--- src/rtl/gray_frame_ctrl.sv ---
// Frame sequencer for the grayscale stage: pulls one IMG_W x IMG_H RGB frame from the
// pixel source, feeds the gray filter and writes results to the frame buffer in raster order.
module gray_frame_ctrl #(
    parameter int IMG_W   = 28,
    parameter int IMG_H   = 28,
    parameter int PX_BW   = 32,
    parameter int GRAY_BW = 8,
    parameter int ADDR_BW = 10
) (
    input  logic               clk,
    input  logic               reset_n,
    input  logic               i_start,
    input  logic               i_abort,
    input  logic [PX_BW-1:0]   i_src_px,
    input  logic               i_src_valid,
    output logic               o_src_ready,
    output logic [PX_BW-1:0]   o_gf_px,
    output logic               o_gf_valid,
    input  logic [GRAY_BW-1:0] i_gf_px,
    input  logic               i_gf_valid,
    output logic               o_wr_en,
    output logic [ADDR_BW-1:0] o_wr_addr,
    output logic [GRAY_BW-1:0] o_wr_data,
    output logic               o_busy,
    output logic               o_done,
    output logic               o_err
);

    localparam int CNT_BW = ADDR_BW + 1;
    localparam logic [CNT_BW-1:0] N_CNT    = CNT_BW'(IMG_W * IMG_H);
    localparam logic [CNT_BW-1:0] LAST_CNT = CNT_BW'(IMG_W * IMG_H - 1);

    typedef enum logic [1:0] {IDLE, STREAM, DRAIN, DONE} state_t;

    state_t            state, state_nx;
    logic [CNT_BW-1:0] iss_cnt, iss_cnt_nx;
    logic [CNT_BW-1:0] wr_cnt, wr_cnt_nx;
    logic              active, hs, wr_ok, start_ok, err_set;

    always_comb begin
        active      = (state == STREAM) || (state == DRAIN);
        o_src_ready = (state == STREAM) && (iss_cnt != N_CNT);
        o_busy      = active;
        o_done      = (state == DONE);
        // abort masks handshake and write so neither advances its counter
        hs          = i_src_valid && o_src_ready && !i_abort;
        wr_ok       = active && i_gf_valid && (wr_cnt != N_CNT) && !i_abort;
        start_ok    = (state == IDLE) && i_start && !i_abort;
        err_set     = i_gf_valid && (!active || (wr_cnt == N_CNT));

        state_nx   = state;
        iss_cnt_nx = iss_cnt;
        wr_cnt_nx  = wr_cnt;
        if (hs)    iss_cnt_nx = iss_cnt + 1'b1;
        if (wr_ok) wr_cnt_nx  = wr_cnt + 1'b1;

        case (state)
            IDLE: begin
                if (i_start) begin
                    state_nx   = STREAM;
                    iss_cnt_nx = '0;
                    wr_cnt_nx  = '0;
                end
            end
            STREAM: begin
                if (wr_cnt == N_CNT)
                    state_nx = DONE;
                else if (hs && (iss_cnt == LAST_CNT))
                    state_nx = DRAIN;
            end
            DRAIN: begin
                if (wr_cnt == N_CNT)
                    state_nx = DONE;
            end
            DONE:    state_nx = IDLE;
            default: state_nx = IDLE;
        endcase

        if (i_abort) begin
            state_nx   = IDLE;
            iss_cnt_nx = '0;
            wr_cnt_nx  = '0;
        end
    end

    always_ff @(posedge clk or negedge reset_n) begin
        if (!reset_n) begin
            state      <= IDLE;
            iss_cnt    <= '0;
            wr_cnt     <= '0;
            o_gf_px    <= '0;
            o_gf_valid <= 1'b0;
            o_wr_en    <= 1'b0;
            o_wr_addr  <= '0;
            o_wr_data  <= '0;
            o_err      <= 1'b0;
        end else begin
            state      <= state_nx;
            iss_cnt    <= iss_cnt_nx;
            wr_cnt     <= wr_cnt_nx;
            o_gf_valid <= hs;
            if (hs)
                o_gf_px <= i_src_px;
            o_wr_en <= wr_ok;
            if (wr_ok) begin
                o_wr_addr <= wr_cnt[ADDR_BW-1:0];
                o_wr_data <= i_gf_px;
            end
            // a stray filter result in the same cycle as a start still flags
            o_err <= (start_ok ? 1'b0 : o_err) | err_set;
        end
    end

endmodule

--- config.mk ---
export PLATFORM = sky130hd
export DESIGN_NAME = gray_frame_ctrl
export DESIGN_NICKNAME = d
export VERILOG_FILES = /design/src/rtl/gray_frame_ctrl.sv
export SDC_FILE = /design/constraint.sdc
export NUM_CORES = 1
export LEC_CHECK = 0
export CAP_MARGIN = 15
export CORE_MARGIN = 2
export CORE_UTILIZATION = 53
export CTS_BUF_LIST = sky130_fd_sc_hd__clkbuf_2
export DETAILED_ROUTE_END_ITERATION = 7
export PLACE_DENSITY_LB_ADDON = 0.15
export SETUP_SLACK_MARGIN = 0.4
export SLEW_MARGIN = 20
export SYNTH_ARGS = -nofsm -noshare
export SYNTH_HDL_FRONTEND = slang
export SYNTH_SLANG_ARGS = --single-unit
--- constraint.sdc ---
create_clock -name clk -period 3.5 [get_ports clk]
set_input_delay 0.35 -clock clk [delete_from_list [all_inputs] [get_ports clk]]
set_output_delay 0.35 -clock clk [all_outputs]
set_load 0.05 [all_outputs]
==> results.md, run 1 <==
- In this run the register-to-register setup slack is 1.19 ns.
- For this configuration, the core starts out at a cell density of a little over half.
- Detailed placement finished with a half-perimeter wire length of 5.249 mm.
- After detailed routing, the total wire length is around 7.5 mm.
- In the final routed layout, each cell accounts on average for 16.22 microns.
- The top-area cell type share of the netlist area is 53.38%.
- Yosys mapped a number of flops with a built-in enable equal to 0.
- The aggregate global routing overflow is 0.
- Once placement finished, the instance area stood at ~4700 sq um.
- The number of hold violations in the final report came to 0.
- The floorplan has 30 rows.
- The sequential share of the synthesized area is a little over half.
- For this block, the initial DRC count from the detailed router was 80.
- The least setup slack across all paths after layout is 0.7467 ns.
- The worst setup path is captured at a primary output.
- The cell that appears most often on the critical path is inv_1.
- Measured on the finished design, the core utilization comes to 71.55%.
- After synthesis, the cell types taking the most area are dfrtp_1 (53%), mux2_4 (10%), mux2_2 (7.8%), ha_1 (3.1%), nor2_1 (1.9%).
- Among cell families on the critical path, the largest total delay comes from buffers and inverters.
- Entering global routing, the biggest net connects 78 pins.
- The hold-critical path depth is 2.
- The minimum setup slack after placement is 1.057 ns.
- The vertical die dimension is 86.53 microns.
- The count of nets left with antenna violations after detail routing is 0.
- The flip-flop and latch count after synthesis is 77.
- Setup violations remaining at the end of the flow were counted as 0.
- The synthesized netlist net count is 329.
- The signal arrival time at the worst endpoint is 2.40 ns.
- The number of buffers and inverters on the critical path is 3.
- Hold timing on the final database bottoms out at a slack of 0.4452 ns.
- For this run, the post-layout net count is 434.
- The cell type contributing the most total cell area after synthesis is dfrtp_1.
- The worst hold path endpoint is o_wr_data[4]$_DFFE_PN0N_.
- The class of the tightest hold or removal check is input port to flop.
- Headroom to the max-slew limit came out at 36.69%.
- The via count of the routed design is 2468.
- Among all flip-flop cells after synthesis, the most frequent one is dfrtp_1.
- The worst hold path begins at i_gf_px[4].
- In this run the horizontal extent of the chip is about 87 microns.
- The cell at the root of the clock tree is clkbuf_2.
- In the final timing run, aggregate negative setup slack is 0 ns.
- The type of the worst setup path is flop to primary output.
- The antenna diode instance count is 0.
- Subtracting the final worst setup slack from the clock period gives 2.753 ns.
- Power spread over the standard cell area amounts to 814.8 nW/um^2.
- At the worst endpoint, the required time is 3.15 ns.
- The global router's overall resource usage is 21.82%.
- The synthesized cell area is ~3600 sq um.
- The number of antenna violations at the first check in global routing is 0.
- The core region is 6681 sq um.
- For this design, the slowest cell found on the critical path is clkdlybuf4s50_1.
- Max-cap violations in this run came to 0.
- The cell count after synthesis came out at 274.
- Buffers placed on the I/O ports in this run total 101.
- No sink is reached through more buffers than the 2 on the longest clock path.
- In the synthesized netlist, the cells that appear most often are dfrtp_1 (77), mux2_2 (25), mux2_4 (25).
- Using the TritonRoute via totals, the vias-per-cell ratio works out to about 5.3.
- The count of yosys warnings during synthesis is 0.
- TritonCTS built the clock tree.
- The CTS buffer count is 9.
- The post-cts repair resize count is 0.
- dfrtp_1 is the most common cell in the netlist.
- Setup repair after global routing left no endpoint under its margin.
- The clock tree synthesis step divided the H-tree into 3 levels.
- In this run the worst path has a maximum fanout of 6.
- Clock-pin slew was measured on the worst setup and hold paths at 0.22 ns.
- The number of slew-limit violations in the final report was 0.
- The via count of the first global-routing pass is 2589.
- For the pin with the worst max-slew slack, the measured transition is 0.9496 ns.
- For the worst flop-to-flop path, the logic depth is 5.
- The pre-antenna-repair detailed-routing pass consisted of 4 iterations.
- The share of layout cells above drive strength 1 is between 10% and 20%.
- Walking the worst path, the cells encountered are inv_1 > ha_1 > inv_1 > a31oi_1 > clkdlybuf4s50_1.
- A synthesized cell averages 13.17 sq um.
- The count of unique library cells instantiated by Yosys is 43.
- The floorplan die area is 7487 sq um.
- The worst reg2reg path startpoint is state[1]$_DFFE_PN0P_.
- The async set or reset register ratio after synthesis is 100.0%.
- The run finished with clean final reports.
- Routability-driven placement finished with a final weighted congestion of 0.8380.
- 102 I/O pins were placed.
- The clock network latency to the later pin of the worst-skew pair is 0.49 ns.
- Relative to the synthesized area, the layout overhead comes to 32.44%.
- The leakage component of the power is roughly 0.0020 uW.
- Across the VDD grid, the largest voltage drop is roughly 0.44 mV.
- The largest incremental delay on the critical path is 0.82 ns.
- In the routed design, unresolved DRC markers number 0.
- The wire length of the first global-routing pass is 12.72 mm.
- The peak clock frequency supported by timing is 363.2 MHz.
- The clock sink count is 77.
- The post-layout instance area is 4781 sq um.
- On the final layout, the worst clock skew is 0.01727 ns.
- The worst register-to-register path ends at o_wr_addr[9]$_DFFE_PN0N_.
- The worst setup path is launched from a flop.
- The ratio of final minimum period to clock period is a little under 80%.
report_power, final:
group          leakage (uW)  internal [uW]  switching [uW]
sequential         0.000992           1140             139
combinational      0.000951            837            1310
clock             0.0000630            160             309
registers in the layout, summed over array words and instances, names as in the netlist:
name,count
wr_cnt,11
o_gf_valid,1
o_err,1
o_wr_en,1
o_wr_data,8
o_gf_px,32
iss_cnt,11
o_wr_addr,10
state,2
per-stage QoR:
stage,instances,power [uW]
after global routing,464,4082
final,464,3895
after floorplan,274,2759
after CTS,464,3922
after detailed placement,447,3451
after global placement,447,3418
placed cells by master, fill, tap and decap left out, drive strengths merged, types with 2 or more instances in the layout:
cell type / count
a21oi: 11
a31o: 2
a31oi: 3
and4bb: 3
buf: 3
clkbuf: 9
clkdlybuf4s50: 100
clkinv: 4
clkinvlp: 2
dfrtp: 77
ha: 9
inv: 9
mux2: 51
mux2i: 3
nand2: 12
nand2b: 5
nand3: 6
nand3b: 3
nand4: 7
nand4bb: 2
nor2: 18
nor3: 5
o21ai: 7
o31ai: 2
or3: 5
xnor2: 7
xor2: 4
layer usage:
metal	GRT usage, %	wire (microns)
met1	30.09	3532
met2	34.55	3558
met3	4.190	352
met4	8.097	86
met5	0	0
final cells by class:
cell class,instances,area (sq um)
Clock inverter,7,66.31
Sequential cell,77,1927
Tap cell,80,100.1
Timing Repair Buffer,104,1033
Fill cell,494,1901
Inverter,9,33.78
Multi-Input combinational cell,178,1575
Clock buffer,9,45.04
worst max-delay path by stage:
stage	from	endpoint	slack, ns	cells after the start
after floorplan	state[0]$_DFFE_PN0P_	o_wr_data[4]$_DFFE_PN0N_	1.32	6
after global placement	i_abort	o_wr_data[4]$_DFFE_PN0N_	1.11	4
after detailed placement	i_abort	o_wr_addr[1]$_DFFE_PN0N_	1.06	4
after CTS	state[1]$_DFFE_PN0P_	o_src_ready	0.71	5
after global routing	state[1]$_DFFE_PN0P_	o_src_ready	0.58	5
final	state[1]$_DFFE_PN0P_	o_src_ready	0.75	5
cell families (layout without fill, tap and decap cells):
family                   Yosys count  in the layout  synth area share [%]
flip-flops                        77             77                 53.38
AO/OA/AOI/OAI                     29             29                 5.719
buffers and inverters             19            129                 2.981
multiplexers                      54             54                 19.34
XOR/XNOR                          11             11                 2.669
adder cells (fa/ha/maj)            9              9                 3.120
AND/OR/NAND/NOR                   75             75                 12.79
what timing repair did:
action	in CTS	in global routing
hold buffers	1	0
setup buffers	0	0
hold endpoints to repair	26	0
Note: power is estimated with default switching activity, not from simulation.
==> run 2, diff against run 1 <==
--- a/config.mk
+++ b/config.mk
@@ -7,7 +7,7 @@
 export LEC_CHECK = 0
 export CAP_MARGIN = 15
 export CORE_MARGIN = 2
-export CORE_UTILIZATION = 53
+export CORE_UTILIZATION = 49
 export CTS_BUF_LIST = sky130_fd_sc_hd__clkbuf_2
 export DETAILED_ROUTE_END_ITERATION = 7
 export PLACE_DENSITY_LB_ADDON = 0.15
==> constraint.sdc (replaced) <==
create_clock -name clk -period 2.64 [get_ports clk]
set_input_delay 0.264 -clock clk [delete_from_list [all_inputs] [get_ports clk]]
set_output_delay 0.264 -clock clk [all_outputs]
set_load 0.05 [all_outputs]
==> run 2 against run 1 <==
Critical path depth rose by 1. Die area rose by 7.8%. Hold slack got worse by 0.094 ns. First-iteration DRC count fell by 8.8%. Total power rose by 35%. Sequential power rose by 33%. Final area rose by 1.7%. Critical path type is now flop to flop. Largest power group unchanged. Highest routed layer unchanged.
==> results.md, run 2 (synthesis gave the netlist of run 1 again) <==
- The number of antenna diodes in the final layout is 0.
- The largest voltage drop on the vdd net is 0.6298 mV.
- The CTS tree is built.
- The register with the most flip-flops in the layout has 32 of them.
- The total design power is between 5000 and 6000 uW.
- The floorplan die area is 8069 sq um.
- The transition time at the pin with the least slew margin is 0.9440 ns.
- The most common cell after layout, fill and taps aside is clkdlybuf4s50_1.
- The number of max-capacitance violations reported is 0.
- STA classifies the critical path startpoint as a flop.
- The total power density per cell area is 1084 nW/um^2.
- The clock sink count is 77.
- The area growth from synthesis to layout is 34.66%.
- After detailed routing, the number of remaining DRC violations is 0.
- The routed design has 7.396 mm of wire.
- After global routing the overflow that remains totals 0.
- For this configuration, the core starts out at a cell density of 50.31%.
- After detailed routing, the average wire length per cell comes to 15.28 microns.
- The largest registers in the layout are o_gf_px (32), iss_cnt (11), wr_cnt (11).
- The maximum fanout along the worst path is 19.
- The die span in x is between 80 and 90 microns.
- The number of setup buffers added after CTS is 0.
- For the worst setup path, the data required time is just over 3 ns.
- The sum of negative setup slack is 0 ns.
- The number of antenna violations at the first check in global routing was 0.
- Across all layers, the routed design uses 2524 vias.
- The largest incremental delay on the critical path is roughly 0.48 ns.
- The vias per cell is roughly 5.2.
- The critical path goes through inv_1 > ha_1 > nand3b_4 > a31oi_4 > buf_12 > mux2_2.
- In this run the standard cell core region covers 7176 sq um.
- The congestion estimate from routability-driven global placement came to 0.8772.
- In this run, CTS created clock tree buffers numbering 9.
- 102 I/O pins were placed.
- The number of port buffers is 101.
- The maximum number of pins on one net before global-route repair is 78.
- The leakage component of the power is 0.002061 uW.
- The via count of the first global-routing pass is 2508.
- The number of nets in the layout is 436.
- Subtracting the final worst setup slack from the clock period gives 2.123 ns.
- Once detailed placement completed, the half-perimeter wirelength came to 5.183 mm.
- The first detailed-routing pass took 6 iterations.
- The clock tree synthesis step divided the H-tree into 3 levels.
- Setup violations remaining at the end of the flow were counted as 0.
- The clock arrives with 0.02046 ns of skew.
- Final hold analysis gives a worst-case slack of about 0.35 ns.
- Data arrives at the worst endpoint at 2.52 ns.
- The global router's overall resource usage is 19.23%.
- The worst hold path belongs to the class input port to flop.
- The cell with the largest stage delay on the worst path is dfrtp_1.
- The site row count is 31.
- Setup repair after global routing left no endpoint under its margin.
- The top cell types in the final layout, fill and taps aside, are clkdlybuf4s50_1 (97), dfrtp_1 (77), mux2_4 (25), mux2_2 (25), nor2_1 (18).
- The kind of end point of the critical path is a flop.
- After clock tree synthesis, the clock-pin slew on the worst setup and hold paths is 0.22 ns.
- The run finished with clean final reports.
- The detail route stage leaves a number of antenna-violating nets equal to 0.
- Measured against its own limit, the worst slew margin works out to 37.07%.
- o_gf_px holds more flip-flops than any other register.
- The detailed router finished its first iteration with 73 violations.
- The vertical die dimension is 89.83 microns.
- The share of layout cells above drive strength 1 is 21.04%.
- The first global-routing pass estimated 12.48 mm of wire.
- The number of slew-limit violations in the final report was 0.
- At the later pin of the worst-skew pair, clock insertion delay measures approximately 0.5 ns.
- Static timing analysis puts the maximum clock frequency at about 470 MHz.
- The deepest clock path buffer count is 2.
- The number of hold violations in the final report was 0.
- The final critical path takes up 80.43% of the cycle.
- The worst setup path is of the flop to flop kind.
- The cell at the root of the clock tree is clkbuf_2.
run 2: final timing paths:
check                                         start                       end  slack [ns]  cells past startpoint
max                            state[0]$_DFFE_PN0P_  o_wr_addr[7]$_DFFE_PN0N_        0.52                      6
min                                     i_src_px[5]    o_gf_px[5]$_DFFE_PN0N_        0.35                      2
max reg2reg                    state[0]$_DFFE_PN0P_  o_wr_addr[7]$_DFFE_PN0N_        0.52                      6
min reg2reg                o_wr_data[1]$_DFFE_PN0N_  o_wr_data[1]$_DFFE_PN0N_        0.53                      1
max in group asynchronous                   reset_n       wr_cnt[8]$_DFF_PN0_        1.60                      2
min in group asynchronous                   reset_n   o_gf_px[28]$_DFFE_PN0N_        0.41                      2
run 2: critical path: cells and delay by family (launching register included):
family | cells | cell delay (ns)
flops | 1 | 0.48
fa+ha+maj | 1 | 0.41
mux | 1 | 0.34
buf+inv | 2 | 0.34
compound gates | 1 | 0.29
simple gates | 1 | 0.16
run 2: per-layer routing:
layer	global-route usage [%]	routed length [microns]
met5	0	0
met3	4.443	335
met4	6.667	106
met1	25.81	3424
met2	31.00	3530
run 2: what timing repair did:
action / CTS / global route
gates resized for setup: 7 / 6
endpoints found under the setup margin: 2 / 3
hold buffers: 1 / 0
endpoints found under the hold margin: 77 / 0
run 2: through the flow:
| step | util (%) | setup WS, ns | instances | cell area (sq um) |
|---|---|---|---|---|
| 4_1_cts | 67.85 | 0.3881 | 484 | 4868 |
| 5_1_grt | 67.74 | 0.4013 | 484 | 4861 |
| 3_5_place_dp | 65.82 | 0.5387 | 468 | 4723 |
| 3_3_place_gp | 65.82 | 0.5733 | 468 | 4723 |
| 2_1_floorplan | - | 0.4585 | 274 | 3610 |
| 6_report | 67.74 | 0.5167 | 484 | 4861 |
run 2: final cells by class:
class	instances	area, sq um
clock inverters	6	87.58
well taps	99	123.9
multi-input cells	178	1578
clock buffers	9	45.04
repair buffers	106	1066
inverters	9	33.78
fillers	563	2315
flip-flops and latches	77	1927
run 2: where the power goes:
part,total [uW],switching [uW],internal [uW]
registers,1700,184,1520
clock network,721,410,311
logic,2850,1740,1110
total,5270,2330,2940
==> run 3, diff against run 2 <==
--- a/config.mk
+++ b/config.mk
@@ -7,7 +7,7 @@
 export LEC_CHECK = 0
 export CAP_MARGIN = 15
 export CORE_MARGIN = 2
-export CORE_UTILIZATION = 49
+export CORE_UTILIZATION = 45
 export CTS_BUF_LIST = sky130_fd_sc_hd__clkbuf_2
 export DETAILED_ROUTE_END_ITERATION = 7
 export PLACE_DENSITY_LB_ADDON = 0.15
==> constraint.sdc (replaced) <==
create_clock -name clk -period 1.9 [get_ports clk]
set_input_delay 0.19 -clock clk [delete_from_list [all_inputs] [get_ports clk]]
set_output_delay 0.19 -clock clk [all_outputs]
set_load 0.05 [all_outputs]
==> run 3 against run 2 <==
Cell count rose by 9.9%. Combinational power up 54%. Largest cell class unchanged. Total power grew 45%. Hold slack worse by 0.25 ns.
==> results.md, run 3 (synthesis gave the netlist of run 1 again) <==
- The routed wire length per instance is 17.42 microns.
- The flow ran to the end, and the final reports show no timing, DRC or antenna violations.
- The antenna diode instance count is 0.
- The ratio of final minimum period to clock period is slightly below 100%.
- In this run the number of H-tree levels came out at 3.
- The class of the tightest hold or removal check is input port to asynchronous set/reset pin.
- The vertical die dimension is around 94 microns.
- Data on the critical path arrives at its endpoint at 2.30 ns.
- The largest registers in the layout are o_gf_px (32), iss_cnt (11), wr_cnt (11).
- The routed design has roughly 9.3 mm of wire.
- The detailed router placed 2817 vias in this run.
- Entering global routing, the biggest net connects 31 pins.
- The transition time at the pin with the least slew margin is 0.4052 ns.
- The filler cell count in the final layout is approximately 550.
- The number of hold violations in the final report is 0.
- The library cell used most frequently in the layout, excluding fill and tap cells, is dfrtp_1.
- From left edge to right edge, the die measures 93.57 microns.
- Global routing used about a fifth of the available tracks across all layers.
- Using the TritonRoute via totals, the vias-per-cell ratio works out to around 5.3.
- The site row count is 32.
- Detailed placement finished with a half-perimeter wire length of 5.396 mm.
- The wire length of the first global-routing pass is 13.88 mm.
- The deepest clock path buffer count is 2.
- TritonCTS built the clock tree.
- Clock-pin slew was measured on the worst setup and hold paths at 0.23 ns.
- The clock tree skew after final layout is 0.03949 ns.
- Setup repair after global routing could not meet its margin everywhere.
- The cell at the root of the clock tree is clkbuf_2.
- The largest voltage drop on the vdd net is 0.8423 mV.
- Data on the critical path is required at its endpoint by 2.33 ns.
- The post-placement cell count is 484.
- The count of nets left with antenna violations after detail routing is 0.
- Setup violations remaining at the end of the flow were counted as 0.
- For this configuration, the core starts out at a cell density of 46.47%.
- The final cell count without fillers is roughly 530.
- The post-route DRC violation count is 0.
- The number of antenna violations at the first check in global routing came to 0.
- The number of placed I/O pins is 102.
- The top cell types in the final layout, fill and taps aside, are dfrtp_1 (74), mux2_4 (51), buf_2 (51).
- The first detailed-routing pass ran for 4 iterations.
- The first routing iteration left 79 violations.
- The via count of the first global-routing pass is 2740.
- The maximum fanout along the worst path is 6.
- The final critical path time including I/O delays and setup is 1.870 ns.
- The total power density per cell area is 1393 nW/um^2.
- The area inside the core boundary is 7767 sq um.
- The worst register-to-register path has a depth of 7.
- The number of clock buffers added by TritonCTS is 9.
- The total overflow left after global routing is 0.
- The most flop-heavy register is o_gf_px.
- The leakage component of the power is around 0.0025 uW.
- The kind of end point of the critical path is a flop.
- The register with the most flip-flops in the layout has 32 of them.
- The clock network latency to the later pin of the worst-skew pair is 0.51 ns.
- The type of the worst setup path is flop to flop.
- The kind of start point of the critical path is a flop.
- In the final layout, the share of cells above drive strength 1 is 51.16%.
- In this run the tightest slew margin relative to its limit is 72.78%.
- The area growth from synthesis to layout is 51.78%.
- The number of slew-limit violations in the final report is 0.
- The tool flagged a number of max-cap violations equal to 0.
- For the final routed database, the setup TNS stands at 0 ns.
- At the end of the flow, the number of nets in the layout was between 400 and 500.
- Static timing analysis puts the maximum clock frequency at ~530 MHz.
- For this design, the sink count on the clock tree is 77.
- The final weighted congestion in routability-driven placement is 0.8539.
- The number of port buffers is just over 100.
- The die covers between 8000 and 9000 sq um.
==> run 3: cell count changes in the layout (fill, tap and decap cells not counted), sizes merged <==
cell           delta
buf              +96
clkdlybuf4s50    -53
clkdlybuf4s15     +2
bufinv            -1
clkbuf            +1
clkinvlp          +1
dlymetal6s2s      -1
==> run 3: final timing paths <==
path / start / endpoint / slack (ns)
hold / removal: reset_n / o_gf_px[18]$_DFFE_PN0N_ / 0.10
max in group asynchronous: reset_n / o_gf_px[26]$_DFFE_PN0N_ / 1.07
setup / recovery: state[0]$_DFFE_PN0P_ / o_wr_addr[5]$_DFFE_PN0N_ / 0.03
setup reg to reg: state[0]$_DFFE_PN0P_ / o_wr_addr[5]$_DFFE_PN0N_ / 0.03
min in group clk: i_src_px[15] / o_gf_px[15]$_DFFE_PN0N_ / 0.26
hold reg to reg: o_gf_px[30]$_DFFE_PN0N_ / o_gf_px[30]$_DFFE_PN0N_ / 0.53
==> run 3: critical path, cell delays in order (launching register included) <==
cell	delay (ns)
dfrtp_1	0.48
inv_2	0.08
ha_4	0.32
nand3b_4	0.12
a31oi_4	0.25
buf_6	0.15
buf_16	0.12
mux2_4	0.29
==> run 3: report_power, final <==
part | switching (uW) | internal, uW | leakage, uW
clock | 599 | 297 | 0.0000658
sequential | 236 | 2110 | 0.000987
combinational | 2670 | 1720 | 0.00142
==> run 3: repair_timing <==
item	4_1_cts	5_1_grt
cloned	5	1
hold buffers	1	0
pin swaps	24	14
gates resized for setup	252	104
hold endpoints to repair	60	0
endpoints found under the setup margin	130	104
setup buffers	21	5
==> run 3: layer usage <==
metal / global-route usage (%) / part of all wire [%] / up-vias
met5: 0 / 0 / -
met4: 6.763 / 1.4 / 0
met3: 3.707 / 4.9 / 11
met2: 32.85 / 49 / 99
met1: 27.78 / 44 / 1423
li1: - / - / 1284
==> run 3: cell type report <==
type,count,area [sq um],area share [%]
clock buffers,9,45.04,0.8221
clock inverters,6,63.81,1.165
inverters,9,33.78,0.6166
multi-input cells,178,1904,34.76
flip-flops and latches,77,1931,35.24
well taps,102,127.6,2.329
repair buffers,151,1374,25.07
==> run 3: per-stage QoR <==
stage / hold slack, ns / worst slack (ns) / cell area [sq um] / total power, uW / utilization, %
after detailed placement: 0.1367 / 0.01430 / 4876 / 6563 / 62.77
after global placement: 0.1329 / 0.02721 / 4876 / 6514 / 62.77
after floorplan: -0.1056 / 0.05196 / 3654 / 5159 / -
final: 0.1019 / 0.03026 / 5479 / 7632 / 70.54
after global routing: 0.08425 / -0.05909 / 5479 / 7978 / 70.54
after CTS: 0.08120 / 0.02071 / 5369 / 7521 / 69.12
